==> src/rtl/mem_req_ctrl.sv <==
// Request FIFO feeding a single-outstanding memory command FSM with registered strobes.
// Optional read watchdog enabled by defining MEM_REQ_CTRL_TIMEOUT_EN.
module mem_req_ctrl #(
  parameter int Data_Width     = 32,
  parameter int Address_Width  = 5,
  parameter int FIFO_Depth     = 4,
  parameter int Timeout_Cycles = 15
) (
  input  logic                          CLK,
  input  logic                          Rst_n,
  input  logic                          Req_Valid,
  output logic                          Req_Ready,
  input  logic                          Req_Wr,
  input  logic [Address_Width-1:0]      Req_Addr,
  input  logic [Data_Width-1:0]         Req_Data,
  output logic                          Rsp_Valid,
  input  logic                          Rsp_Ready,
  output logic [Data_Width-1:0]         Rsp_Data,
  output logic [Address_Width-1:0]      Rsp_Addr,
  output logic                          Rsp_Err,
  output logic                          Mem_Wr_En,
  output logic                          Mem_Rd_En,
  output logic [Address_Width-1:0]      Mem_Address,
  output logic [Data_Width-1:0]         Mem_Data_in,
  input  logic [Data_Width-1:0]         Mem_Data_out,
  input  logic                          Mem_Valid_out,
  output logic [$clog2(FIFO_Depth):0]   Fifo_Count
);

  localparam int Ptr_W = $clog2(FIFO_Depth);
  localparam int Cnt_W = Ptr_W + 1;

  if (FIFO_Depth < 2 || (FIFO_Depth & (FIFO_Depth - 1)) != 0 || Timeout_Cycles < 1) begin : g_bad_cfg
    $error("mem_req_ctrl: FIFO_Depth must be a power of two >= 2 and Timeout_Cycles >= 1");
  end

  typedef struct packed {
    logic                     wr;
    logic [Address_Width-1:0] addr;
    logic [Data_Width-1:0]    data;
  } cmd_t;

  typedef enum logic [2:0] {IDLE, WRITE, READ, WAIT, RESP} state_t;

  cmd_t               r_fifo_mem [FIFO_Depth];
  logic [Ptr_W-1:0]   r_wr_ptr;
  logic [Ptr_W-1:0]   r_rd_ptr;
  logic [Cnt_W-1:0]   r_count;

  state_t             r_state;
  state_t             w_next;

  logic               w_full;
  logic               w_push;
  logic               w_pop;
  logic               w_rsp_load;
  logic               w_rsp_timeout;
  cmd_t               w_head;

  logic                     r_wr_en;
  logic                     r_rd_en;
  logic [Address_Width-1:0] r_addr;
  logic [Data_Width-1:0]    r_wdata;
  logic                     r_rsp_valid;
  logic [Data_Width-1:0]    r_rsp_data;
  logic [Address_Width-1:0] r_rsp_addr;

`ifdef MEM_REQ_CTRL_TIMEOUT_EN
  localparam int Wd_W = $clog2(Timeout_Cycles + 1);
  logic [Wd_W-1:0]    r_wd;
  logic               r_rsp_err;
`endif

  // Ready depends on occupancy alone so upstream may gate Valid on Ready.
  assign w_full     = (r_count == Cnt_W'(FIFO_Depth));
  assign Req_Ready  = !w_full;
  assign w_push     = Req_Valid && !w_full;
  assign w_head     = r_fifo_mem[r_rd_ptr];
  assign Fifo_Count = r_count;

  // NOTE: FIFO storage is deliberately not reset; pointers and count alone define which entries are valid.
  always_ff @(posedge CLK) begin
    if (w_push) begin
      r_fifo_mem[r_wr_ptr] <= '{wr: Req_Wr, addr: Req_Addr, data: Req_Data};
    end
  end

  // NOTE: every clocked block uses non-blocking assignments so all flops sample pre-edge values.
  always_ff @(posedge CLK or negedge Rst_n) begin
    if (!Rst_n) begin
      r_wr_ptr <= '0;
      r_rd_ptr <= '0;
      r_count  <= '0;
    end else begin
      if (w_push) r_wr_ptr <= r_wr_ptr + 1'b1;
      if (w_pop)  r_rd_ptr <= r_rd_ptr + 1'b1;
      case ({w_push, w_pop})
        2'b10:   r_count <= r_count + 1'b1;
        2'b01:   r_count <= r_count - 1'b1;
        default: r_count <= r_count;
      endcase
    end
  end

  always_ff @(posedge CLK or negedge Rst_n) begin
    if (!Rst_n) r_state <= IDLE;
    else        r_state <= w_next;
  end

  // NOTE: defaults assigned first so every path drives every signal and no latch is inferred.
  always_comb begin
    w_next        = r_state;
    w_pop         = 1'b0;
    w_rsp_load    = 1'b0;
    w_rsp_timeout = 1'b0;
    case (r_state)
      IDLE: begin
        if (r_count != '0) begin
          w_pop  = 1'b1;
          w_next = w_head.wr ? WRITE : READ;
        end
      end
      WRITE: w_next = IDLE;
      READ:  w_next = WAIT;
      WAIT: begin
        if (Mem_Valid_out) begin
          w_rsp_load = 1'b1;
          w_next     = RESP;
        end
`ifdef MEM_REQ_CTRL_TIMEOUT_EN
        else if (r_wd == Wd_W'(Timeout_Cycles - 1)) begin
          w_rsp_timeout = 1'b1;
          w_next        = RESP;
        end
`endif
      end
      RESP: begin
        if (Rsp_Ready) w_next = IDLE;
      end
      default: w_next = IDLE;
    endcase
  end

  // Strobes are decoded from the next state so they rise on the same edge the FSM enters WRITE/READ.
  always_ff @(posedge CLK or negedge Rst_n) begin
    if (!Rst_n) begin
      r_wr_en     <= 1'b0;
      r_rd_en     <= 1'b0;
      r_addr      <= '0;
      r_wdata     <= '0;
      r_rsp_valid <= 1'b0;
      r_rsp_data  <= '0;
      r_rsp_addr  <= '0;
    end else begin
      r_wr_en     <= (w_next == WRITE);
      r_rd_en     <= (w_next == READ);
      r_rsp_valid <= (w_next == RESP);
      if (w_pop) begin
        r_addr  <= w_head.addr;
        r_wdata <= w_head.data;
      end
      if (w_rsp_load) begin
        r_rsp_data <= Mem_Data_out;
        r_rsp_addr <= r_addr;
      end else if (w_rsp_timeout) begin
        r_rsp_data <= '0;
        r_rsp_addr <= r_addr;
      end
    end
  end

`ifdef MEM_REQ_CTRL_TIMEOUT_EN
  always_ff @(posedge CLK or negedge Rst_n) begin
    if (!Rst_n) begin
      r_wd      <= '0;
      r_rsp_err <= 1'b0;
    end else begin
      r_wd <= (r_state == WAIT && w_next == WAIT) ? r_wd + 1'b1 : '0;
      if (w_rsp_load)         r_rsp_err <= 1'b0;
      else if (w_rsp_timeout) r_rsp_err <= 1'b1;
    end
  end
  assign Rsp_Err = r_rsp_err;
`else
  assign Rsp_Err = 1'b0;
`endif

  assign Mem_Wr_En   = r_wr_en;
  assign Mem_Rd_En   = r_rd_en;
  assign Mem_Address = r_addr;
  assign Mem_Data_in = r_wdata;
  assign Rsp_Valid   = r_rsp_valid;
  assign Rsp_Data    = r_rsp_data;
  assign Rsp_Addr    = r_rsp_addr;

endmodule

==> config.mk <==
export PLATFORM = sky130hd
export DESIGN_NAME = mem_req_ctrl
export DESIGN_NICKNAME = d
export VERILOG_FILES = /design/src/rtl/mem_req_ctrl.sv
export SDC_FILE = /design/constraint.sdc
export NUM_CORES = 1
export LEC_CHECK = 0
export BUFFER_PORTS_ARGS = -buffer_cell sky130_fd_sc_hd__buf_4
export CAP_MARGIN = 20
export CORE_MARGIN = 5
export CORE_UTILIZATION = 51
export CTS_BUF_LIST = sky130_fd_sc_hd__clkbuf_4 sky130_fd_sc_hd__clkbuf_8
export DETAILED_ROUTE_END_ITERATION = 8
export PLACE_DENSITY = 0.79
export SKIP_LAST_GASP = 1
export SLEW_MARGIN = 20
export SYNTH_ARGS = -nofsm -noshare
export SYNTH_HDL_FRONTEND = slang
export SYNTH_SLANG_ARGS = --single-unit
==> constraint.sdc <==
create_clock -name CLK -period 2.85 [get_ports CLK]
set_input_delay 0 -clock CLK [delete_from_list [all_inputs] [get_ports CLK]]
set_output_delay 0 -clock CLK [all_outputs]
set_load 0.1 [all_outputs]
==> summary.json, run 1 <==
{
  "route": {
    "detailroute.via_count": 4735,
    "vias_per_cell": 5.113,
    "drtPass1Iterations": 6,
    "drt_iter0_markers": 179,
    "routedWlPerCell_microns": 19.61,
    "postRouteWirelength_microns": 18160,
    "detail-route-antenna-nets": 0,
    "remaining_drc_errors": 0
  },
  "synthesis": {
    "dominant_combinational_cell_family_by_area_after_synthesis": "multiplexers",
    "synth_async_sr_flop_share_pct": 36.40,
    "synth-simple-area-share_pct": 1.120,
    "seq_area_frac_synth_pct": 74.53,
    "syn-cell-area_sq_um": 9045,
    "synth_xor_xnor_area_share_pct": 0.5810,
    "syn-mean-instance-area_sq_um": 21.90,
    "number_of_synthesized_flops_with_an_enable_pin": 152,
    "post_synth_fa_ha_maj_area_fraction_pct": 0.9130,
    "syn_nets": 494,
    "ys_types": 31,
    "post_synthesis_cell_count": 413,
    "number_of_register_bits_inferred_by_synthesis": 239,
    "synthMuxAreaShare_pct": 20.28,
    "synth-main-ff-cell": "sky130_fd_sc_hd__edfxtp_1",
    "yosysWarnings": 0,
    "fraction_of_the_mapped_netlist_area_in_compound_gates_pct": 0.3873
  },
  "cells_and_area": {
    "finish.utilization_pct": 68.92,
    "net_count_reported_at_finish": 753,
    "share_of_final_layout_standard_cells_stronger_than_drive_strength_1_pct": 50.43,
    "flow.area_growth_from_synthesis_pct": 32.26,
    "fin_cells": 926
  },
  "sta": {
    "tightestPinTransition_ns": 1.017,
    "fmax_ghz": 0.4221,
    "timing.slew.headroom_pct": 32.23,
    "hold_viol_final": 0,
    "clock_skew_ns": 0.01298,
    "hold_slack_ns": 0.03067,
    "finalMaxSlewViolations": 0,
    "totalNegativeSetupSlack_ns": 0,
    "timing.final.crit_period_ns": 2.369,
    "setup_viol": 0,
    "final_min_period_over_clock_period_pct": 83.12,
    "grt_setup_unrepaired": "no"
  },
  "clocking": {
    "clkSinkCount": 239,
    "ctsRootBufferMaster": "sky130_fd_sc_hd__clkbuf_8",
    "tritoncts": "done",
    "post-cts-setup-buffers": 0,
    "max-clock-path-buffers": 3,
    "clk_transition_reported_paths_ns": 0.06,
    "cts_buffers": 38,
    "insertion_delay_ns": 0.51,
    "post_cts_resized": 0,
    "h-tree-depth": 2
  },
  "worst_setup_path": {
    "path_max_fanout": 6,
    "timing.critical_path.arrival_ns": 2.78,
    "end_kind": "register",
    "timing_worst_setup_path_type": "reg -> reg",
    "critical_path.startpoint_type": "register",
    "worst-endpoint-required_ns": 3.26
  },
  "global_routing": {
    "grt.overflow.total": 0,
    "number_of_antenna_violations_at_the_first_check_in_global_routing": 1,
    "grt_usage_pct": 18.13,
    "first_pass_grt_wire_length_microns": 28600,
    "first_global_vias": 5384,
    "largest_net_degree_at_the_start_of_global_routing": 43
  },
  "die": {
    "die-width_microns": 143.2,
    "die_area_sq_um": 20500,
    "num_io_pins": 157,
    "standard_cell_row_count": 48,
    "core-area_sq_um": 17360,
    "effective_utilization_at_floorplan_pct": 52.11,
    "fp.dieH_microns": 143.2
  },
  "worst_hold_path": {
    "min_path_type": "in -> async"
  },
  "placed_design": {
    "port_buffers": 155,
    "place_congestion": 0.7926,
    "dp_cells": 782,
    "dp_hpwl_microns": 10650
  },
  "run_status": {
    "run_status": "complete, no violations"
  },
  "job": {
    "number_of_max_capacitance_violations_reported": 0
  }
}
worst paths after layout:
| check | start | endpoint | slack (ns) | cells after the start |
|---|---|---|---|---|
| setup / recovery | Fifo_Count[0] | Fifo_Count[2] | 0.48 | 9 |
| setup reg to reg | Fifo_Count[0] | Fifo_Count[2] | 0.48 | 9 |
| hold reg to reg | Rsp_Data[18] | Rsp_Data[18] | 0.50 | 1 |
| min in group CLK | Req_Data[1] | r_fifo_mem[1][1] | 0.23 | 2 |
| hold / removal | Rst_n | Mem_Data_in[27] | 0.03 | 2 |
| max in group asynchronous | Rst_n | Mem_Data_in[3] | 1.98 | 3 |
state kept, by name, summed over array words and instances, names as in the netlist:
signal       cells
Mem_Address      5
Rsp_Data        32
r_state          3
Mem_Wr_En        1
Rsp_Valid        1
r_fifo_mem     152
Rsp_Addr         5
r_wr_ptr         2
r_rd_ptr         2
Mem_Data_in     32
Mem_Rd_En        1
Fifo_Count       3
per-stage QoR:
stage / area [sq um] / setup slack (ns)
floorplan: 9054 / 0.06247
global route: 11960 / 0.3882
finish: 11960 / 0.4810
detailed placement: 10410 / 0.5840
global placement: 10410 / 0.6849
CTS: 11930 / 0.5601
cells in the mapped netlist, drive strengths merged (2+ instances only):
| cell | number | area (sq um) |
|---|---|---|
| edfxtp | 152 | 4564 |
| dfrtp | 87 | 2177 |
| mux2 | 75 | 968.4 |
| mux4 | 38 | 855.8 |
| buf | 17 | 156.4 |
| inv | 8 | 30.03 |
| ha | 5 | 62.56 |
| and3 | 4 | 25.02 |
| xor2 | 4 | 35.03 |
| and2 | 3 | 22.53 |
| a22o | 2 | 17.52 |
| clkbuf | 2 | 7.510 |
| nor3 | 2 | 10.01 |
| o41ai | 2 | 17.52 |
| xnor2 | 2 | 17.52 |
logic make-up (layout without fill, tap and decap cells):
kind of cell,count (synthesis),after routing
DFF,239,239
muxes,114,114
buffers and inverters,27,314
and+or+nand+nor,16,16
adders and majority gates,6,6
xor gates and xnor gates,6,6
AOI/OAI and AO/OA,4,4
other,1,2
cell usage in the layout, fill, tap and decap left out, drive strengths merged, types with 2 or more instances in the layout:
| cell | n |
|---|---|
| buf | 164 |
| edfxtp | 152 |
| dfrtp | 87 |
| mux2 | 75 |
| dlygate4sd3 | 74 |
| clkbuf | 54 |
| mux4 | 38 |
| clkinv | 11 |
| inv | 8 |
| ha | 5 |
| and3 | 4 |
| xor2 | 4 |
| and2 | 3 |
| nor3 | 2 |
| a22o | 2 |
| o41ai | 2 |
| xnor2 | 2 |
| bufinv | 2 |
layout make-up:
| type | count | area [sq um] |
|---|---|---|
| diodes | 1 | 2.502 |
| fillers | 1063 | 5394 |
| multi-input cells | 147 | 2130 |
| clock inverters | 14 | 117.6 |
| repair buffers | 238 | 1992 |
| inverters | 8 | 30.03 |
| clock buffers | 54 | 661.9 |
| well taps | 225 | 281.5 |
| flip-flops and latches | 239 | 6748 |
critical path, cell delays in order, from the launching register on:
cell and delay [ns]:
sky130_fd_sc_hd__dfrtp_1 0.43, sky130_fd_sc_hd__or3b_4 0.42, sky130_fd_sc_hd__and2_4 0.18, sky130_fd_sc_hd__inv_1 0.06, sky130_fd_sc_hd__ha_1 0.21, sky130_fd_sc_hd__inv_1 0.07
sky130_fd_sc_hd__fa_1 0.41, sky130_fd_sc_hd__xor2_1 0.17, sky130_fd_sc_hd__nor2_1 0.14, sky130_fd_sc_hd__xor2_1 0.19
per-layer routing:
metal,vias to the layer above,part of all wire [%],global-route usage [%]
li1,2127,-,-
met1,2415,39,21.73
met2,161,52,31.80
met3,32,7.0,4.287
met4,0,2.0,7.204
met5,-,0,0
timing repair:
| action | 4_1_cts | 5_1_grt |
|---|---|---|
| hold buffers | 74 | 0 |
| setup endpoints to repair | 0 | 0 |
| hold endpoints to repair | 243 | 0 |
Power of run 1 is left out: the tool's default activity adds up to more than one toggle a clock period on the data nets, which glitch-free logic cannot reach.
==> inputs of run 2 (changes only) <==
ABC_AREA = 1   (was unset)
PLACE_DENSITY = 0.78   (was 0.79)
clock period = 2.4 ns   (was 2.85 ns; I/O delays follow)
==> summary.json, run 2 <==
{
  "job": {
    "number_of_max_capacitance_violations_reported": {"value": 0, "change": "unchanged"}
  },
  "sta": {
    "setup_viol": {"value": 0, "change": "unchanged"},
    "timing.slew.headroom": {"value": 41.23, "unit": "%", "change": "+9.0 points"},
    "hold_viol_final": {"value": 0, "change": "unchanged"},
    "fmax": {"value": 0.5038, "unit": "GHz", "change": "+19%"},
    "finalMaxSlewViolations": {"value": 0, "change": "unchanged"},
    "totalNegativeSetupSlack": {"value": 0, "unit": "ns", "change": "unchanged"},
    "final_min_period_over_clock_period": {"value": 82.70, "unit": "%", "change": "-0.42 points"},
    "tightestPinTransition": {"value": 0.8815, "unit": "ns", "change": "-0.1350 ns"},
    "clock_skew": {"value": 0.02238, "unit": "ns", "change": "+0.009401 ns"},
    "grt_setup_unrepaired": "no",
    "timing.final.crit_period": {"value": 1.985, "unit": "ns", "change": "-0.3842 ns"}
  },
  "synthesis": {
    "fraction_of_the_mapped_netlist_area_in_compound_gates": {"value": 2.119, "unit": "%", "change": "+1.7 points"},
    "synthMuxAreaShare": {"value": 0, "unit": "%", "change": "-20 points"},
    "number_of_synthesized_flops_with_an_enable_pin": {"value": 152, "change": "unchanged"},
    "synth_async_sr_flop_share": {"value": 36.40, "unit": "%", "change": "unchanged"},
    "synth_xor_xnor_area_share": {"value": 0.3532, "unit": "%", "change": "-0.23 points"},
    "post_synth_fa_ha_maj_area_fraction": {"value": 0.8326, "unit": "%", "change": "-0.080 points"},
    "synth_area_leaders": "sky130_fd_sc_hd__edfxtp_1, sky130_fd_sc_hd__dfrtp_1, sky130_fd_sc_hd__nand2_1",
    "netlist_top_cells_count": "sky130_fd_sc_hd__nand2_1, sky130_fd_sc_hd__inv_1, sky130_fd_sc_hd__edfxtp_1",
    "post-synth-top-area-cell": "sky130_fd_sc_hd__edfxtp_1",
    "synth_top_cell_area_share": {"value": 46.02, "unit": "%", "change": "-4.4 points"},
    "seq_area_frac_synth": {"value": 67.97, "unit": "%", "change": "-6.6 points"},
    "syn-cell-area": {"value": 9918, "unit": "sq um", "change": "+9.7%"},
    "ys_types": {"value": 22, "change": "-29%"},
    "number_of_register_bits_inferred_by_synthesis": {"value": 239, "change": "unchanged"},
    "dominant_combinational_cell_family_by_area_after_synthesis": "simple AND/OR/NAND/NOR gates",
    "synth-main-ff-cell": "sky130_fd_sc_hd__edfxtp_1",
    "most_frequent_cell_after_synthesis": "sky130_fd_sc_hd__nand2_1",
    "syn-mean-instance-area": {"value": 9.998, "unit": "sq um", "change": "-54%"},
    "synth-simple-area-share": {"value": 18.27, "unit": "%", "change": "+17 points"},
    "syn_nets": {"value": 1073, "change": "+120%"},
    "post_synthesis_cell_count": {"value": 992, "change": "+140%"},
    "yosysWarnings": {"value": 0, "change": "unchanged"}
  },
  "worst_setup_path": {
    "critical_path.startpoint_type": "register",
    "setup.reg_to_reg.worst_slack": {"value": 0.42, "unit": "ns", "change": "-0.07 ns"},
    "worst_path_dominant_cell_family": "adder cells",
    "timing.critical_path.cells": "inv_1 > nand3_4 > nand2_8 > ha_1 > inv_1 > fa_1 > nand2_1 > nand3_1 > xor2_1",
    "path_buf_inv": {"value": 2, "change": "unchanged"},
    "timing.critical_path.arrival": {"value": 2.39, "unit": "ns", "change": "-0.39 ns"},
    "critical-path-slowest-cell": "sky130_fd_sc_hd__dfrtp_4",
    "end_kind": "register",
    "timing_worst_setup_path_type": "reg -> reg",
    "path_max_fanout": {"value": 7, "change": "+1"},
    "worst-endpoint-required": {"value": 2.80, "unit": "ns", "change": "-0.46 ns"},
    "cpMostUsedCell": "sky130_fd_sc_hd__inv_1",
    "worst_path_max_stage_delay": {"value": 0.48, "unit": "ns", "change": "+0.05 ns"}
  },
  "global_routing": {
    "first_pass_grt_wire_length": {"value": 35880, "unit": "microns", "change": "+25%"},
    "number_of_antenna_violations_at_the_first_check_in_global_routing": {"value": 0, "change": "-1"},
    "first_global_vias": {"value": 7308, "change": "+36%"},
    "grt.overflow.total": {"value": 0, "change": "unchanged"},
    "grt_usage": {"value": 20.29, "unit": "%", "change": "+2.2 points"},
    "largest_net_degree_at_the_start_of_global_routing": {"value": 80, "change": "+86%"}
  },
  "clocking": {
    "cts_buffers": {"value": 39, "change": "+2.6%"},
    "max-clock-path-buffers": {"value": 3, "change": "unchanged"},
    "post_cts_resized": {"value": 0, "change": "unchanged"},
    "insertion_delay": {"value": 0.53, "unit": "ns", "change": "+0.02 ns"},
    "ctsRootBufferMaster": "sky130_fd_sc_hd__clkbuf_8",
    "clk_transition_reported_paths": {"value": 0.06, "unit": "ns", "change": "about the same"},
    "clkSinkCount": {"value": 239, "change": "unchanged"},
    "tritoncts": "done",
    "h-tree-depth": {"value": 2, "change": "unchanged"}
  },
  "cells_and_area": {
    "largest_register_ffs": {"value": 152, "change": "unchanged"},
    "final_cell_mix": "sky130_fd_sc_hd__nand2_1, sky130_fd_sc_hd__inv_1, sky130_fd_sc_hd__buf_4",
    "filler_cell_count": {"value": 1423, "change": "+34%"},
    "area_of_the_multi_input_gates": {"value": 2205, "unit": "sq um", "change": "+3.5%"},
    "antenna_cells": {"value": 0, "change": "-1"},
    "net_count_reported_at_finish": {"value": 1312, "change": "+74%"},
    "share_of_final_layout_standard_cells_stronger_than_drive_strength_1": {"value": 19.97, "unit": "%", "change": "-30 points"},
    "flow.area_growth_from_synthesis_pct": 30.47,
    "layout.cells.most_common": "sky130_fd_sc_hd__nand2_1",
    "layout.area.seq": {"value": 6750, "unit": "sq um", "change": "about the same"},
    "largest-register": "r_fifo_mem"
  },
  "route": {
    "remaining_drc_errors": {"value": 0, "change": "unchanged"},
    "detailroute.via_count": {"value": 7120, "change": "+50%"},
    "drtPass1Iterations": {"value": 5, "change": "-1"},
    "postRouteWirelength": {"value": 22330, "unit": "microns", "change": "+23%"},
    "vias_per_cell": {"value": 4.663, "change": "-8.8%"},
    "drt_iter0_markers": {"value": 346, "change": "+93%"},
    "routedWlPerCell": {"value": 14.62, "unit": "microns", "change": "-25%"},
    "detail-route-antenna-nets": {"value": 0, "change": "unchanged"}
  },
  "die": {
    "die_area": {"value": 22340, "unit": "sq um", "change": "+9.0%"},
    "die-width": {"value": 149.5, "unit": "microns", "change": "+4.4%"},
    "standard_cell_row_count": {"value": 51, "change": "+6.3%"},
    "fp.dieH": {"value": 149.5, "unit": "microns", "change": "+4.4%"},
    "effective_utilization_at_floorplan": {"value": 51.30, "unit": "%", "change": "-0.81 points"},
    "core-area": {"value": 19330, "unit": "sq um", "change": "+11%"},
    "num_io_pins": {"value": 157, "change": "unchanged"}
  },
  "placed_design": {
    "port_buffers": {"value": 155, "change": "unchanged"},
    "dp_hpwl": {"value": 12640, "unit": "microns", "change": "+19%"},
    "place_congestion": {"value": 0.7721, "change": "-2.6%"}
  },
  "worst_hold_path": {
    "min_path_type": "in -> async"
  },
  "run_status": {
    "run_status": "complete, no violations"
  }
}
[run 2: changes by cell type after synthesis, sizes merged, moves of 6 or more]
cell    delta
nand2    +360
inv      +199
nand3     +82
mux2      -75
o21ai     +39
mux4      -38
buf       +17
clkbuf     +7
nor2       +6
[run 2: routing by layer]
layer / track usage (%) / vias up / routed length, microns
li1: - / 3524 / -
met1: 24.61 / 3330 / 9177
met2: 36.18 / 228 / 11100
met3: 4.815 / 38 / 1596
met4: 6.041 / 0 / 459
met5: 0 / - / 0
[run 2: worst reg2reg max path, cell delays in order (launching register included)]
cell and delay, ns:
sky130_fd_sc_hd__dfrtp_4 0.48, sky130_fd_sc_hd__inv_1 0.17, sky130_fd_sc_hd__nand3_4 0.14, sky130_fd_sc_hd__nand2_8 0.14, sky130_fd_sc_hd__ha_1 0.17, sky130_fd_sc_hd__inv_1 0.06, sky130_fd_sc_hd__fa_1 0.38, sky130_fd_sc_hd__nand2_1 0.08
sky130_fd_sc_hd__nand3_1 0.09, sky130_fd_sc_hd__xor2_1 0.15
[run 2: logic make-up (layout without fill, tap and decap cells)]
| family | Yosys count | in the layout |
|---|---|---|
| AO/OA/AOI/OAI | 41 | 41 |
| XOR/XNOR | 4 | 4 |
| adder cells (fa/ha/maj) | 6 | 6 |
| buffers and inverters | 250 | 520 |
| flip-flops | 239 | 239 |
| other | 1 | 1 |
| AND/OR/NAND/NOR | 451 | 451 |
[run 2: timing repair]
action | in CTS | in global routing
hold buffers | 74 | 0
setup buffers | 0 | 0
hold endpoints to repair | 255 | 0
[run 2: per-stage QoR]
stage	setup WS [ns]	util (%)	instances	instance area [sq um]	hold WS (ns)
finish	0.4152	66.93	1527	12940	0.09101
global route	0.2627	66.93	1527	12940	0.1312
CTS	0.4065	66.93	1527	12940	0.07392
detailed placement	0.4148	58.92	1381	11390	0.08357
global placement	0.5009	58.92	1381	11390	0.07286
floorplan	0.0008979	-	992	9983	-0.2956
[run 2: final cells by class]
type	count	area share, %
tap	265	2.562
sequential	239	52.17
inverter	207	6.005
multi-input combinational	503	17.04
clock buffer	58	5.492
clock inverter	14	0.7445
timing repair buffer	241	15.99
[run 2: worst paths after layout]
kind,start,end,depth (start not counted)
max reg2reg,Fifo_Count[0],Fifo_Count[2],9
max,Fifo_Count[0],Fifo_Count[2],9
max in group asynchronous,Rst_n,Rsp_Data[8],3
min,Rst_n,Mem_Data_in[28],2
min reg2reg,Mem_Data_in[5],Mem_Data_in[5],2
min in group CLK,Req_Data[9],r_fifo_mem[1][9],2
Power of run 2 is left out for the same reason.
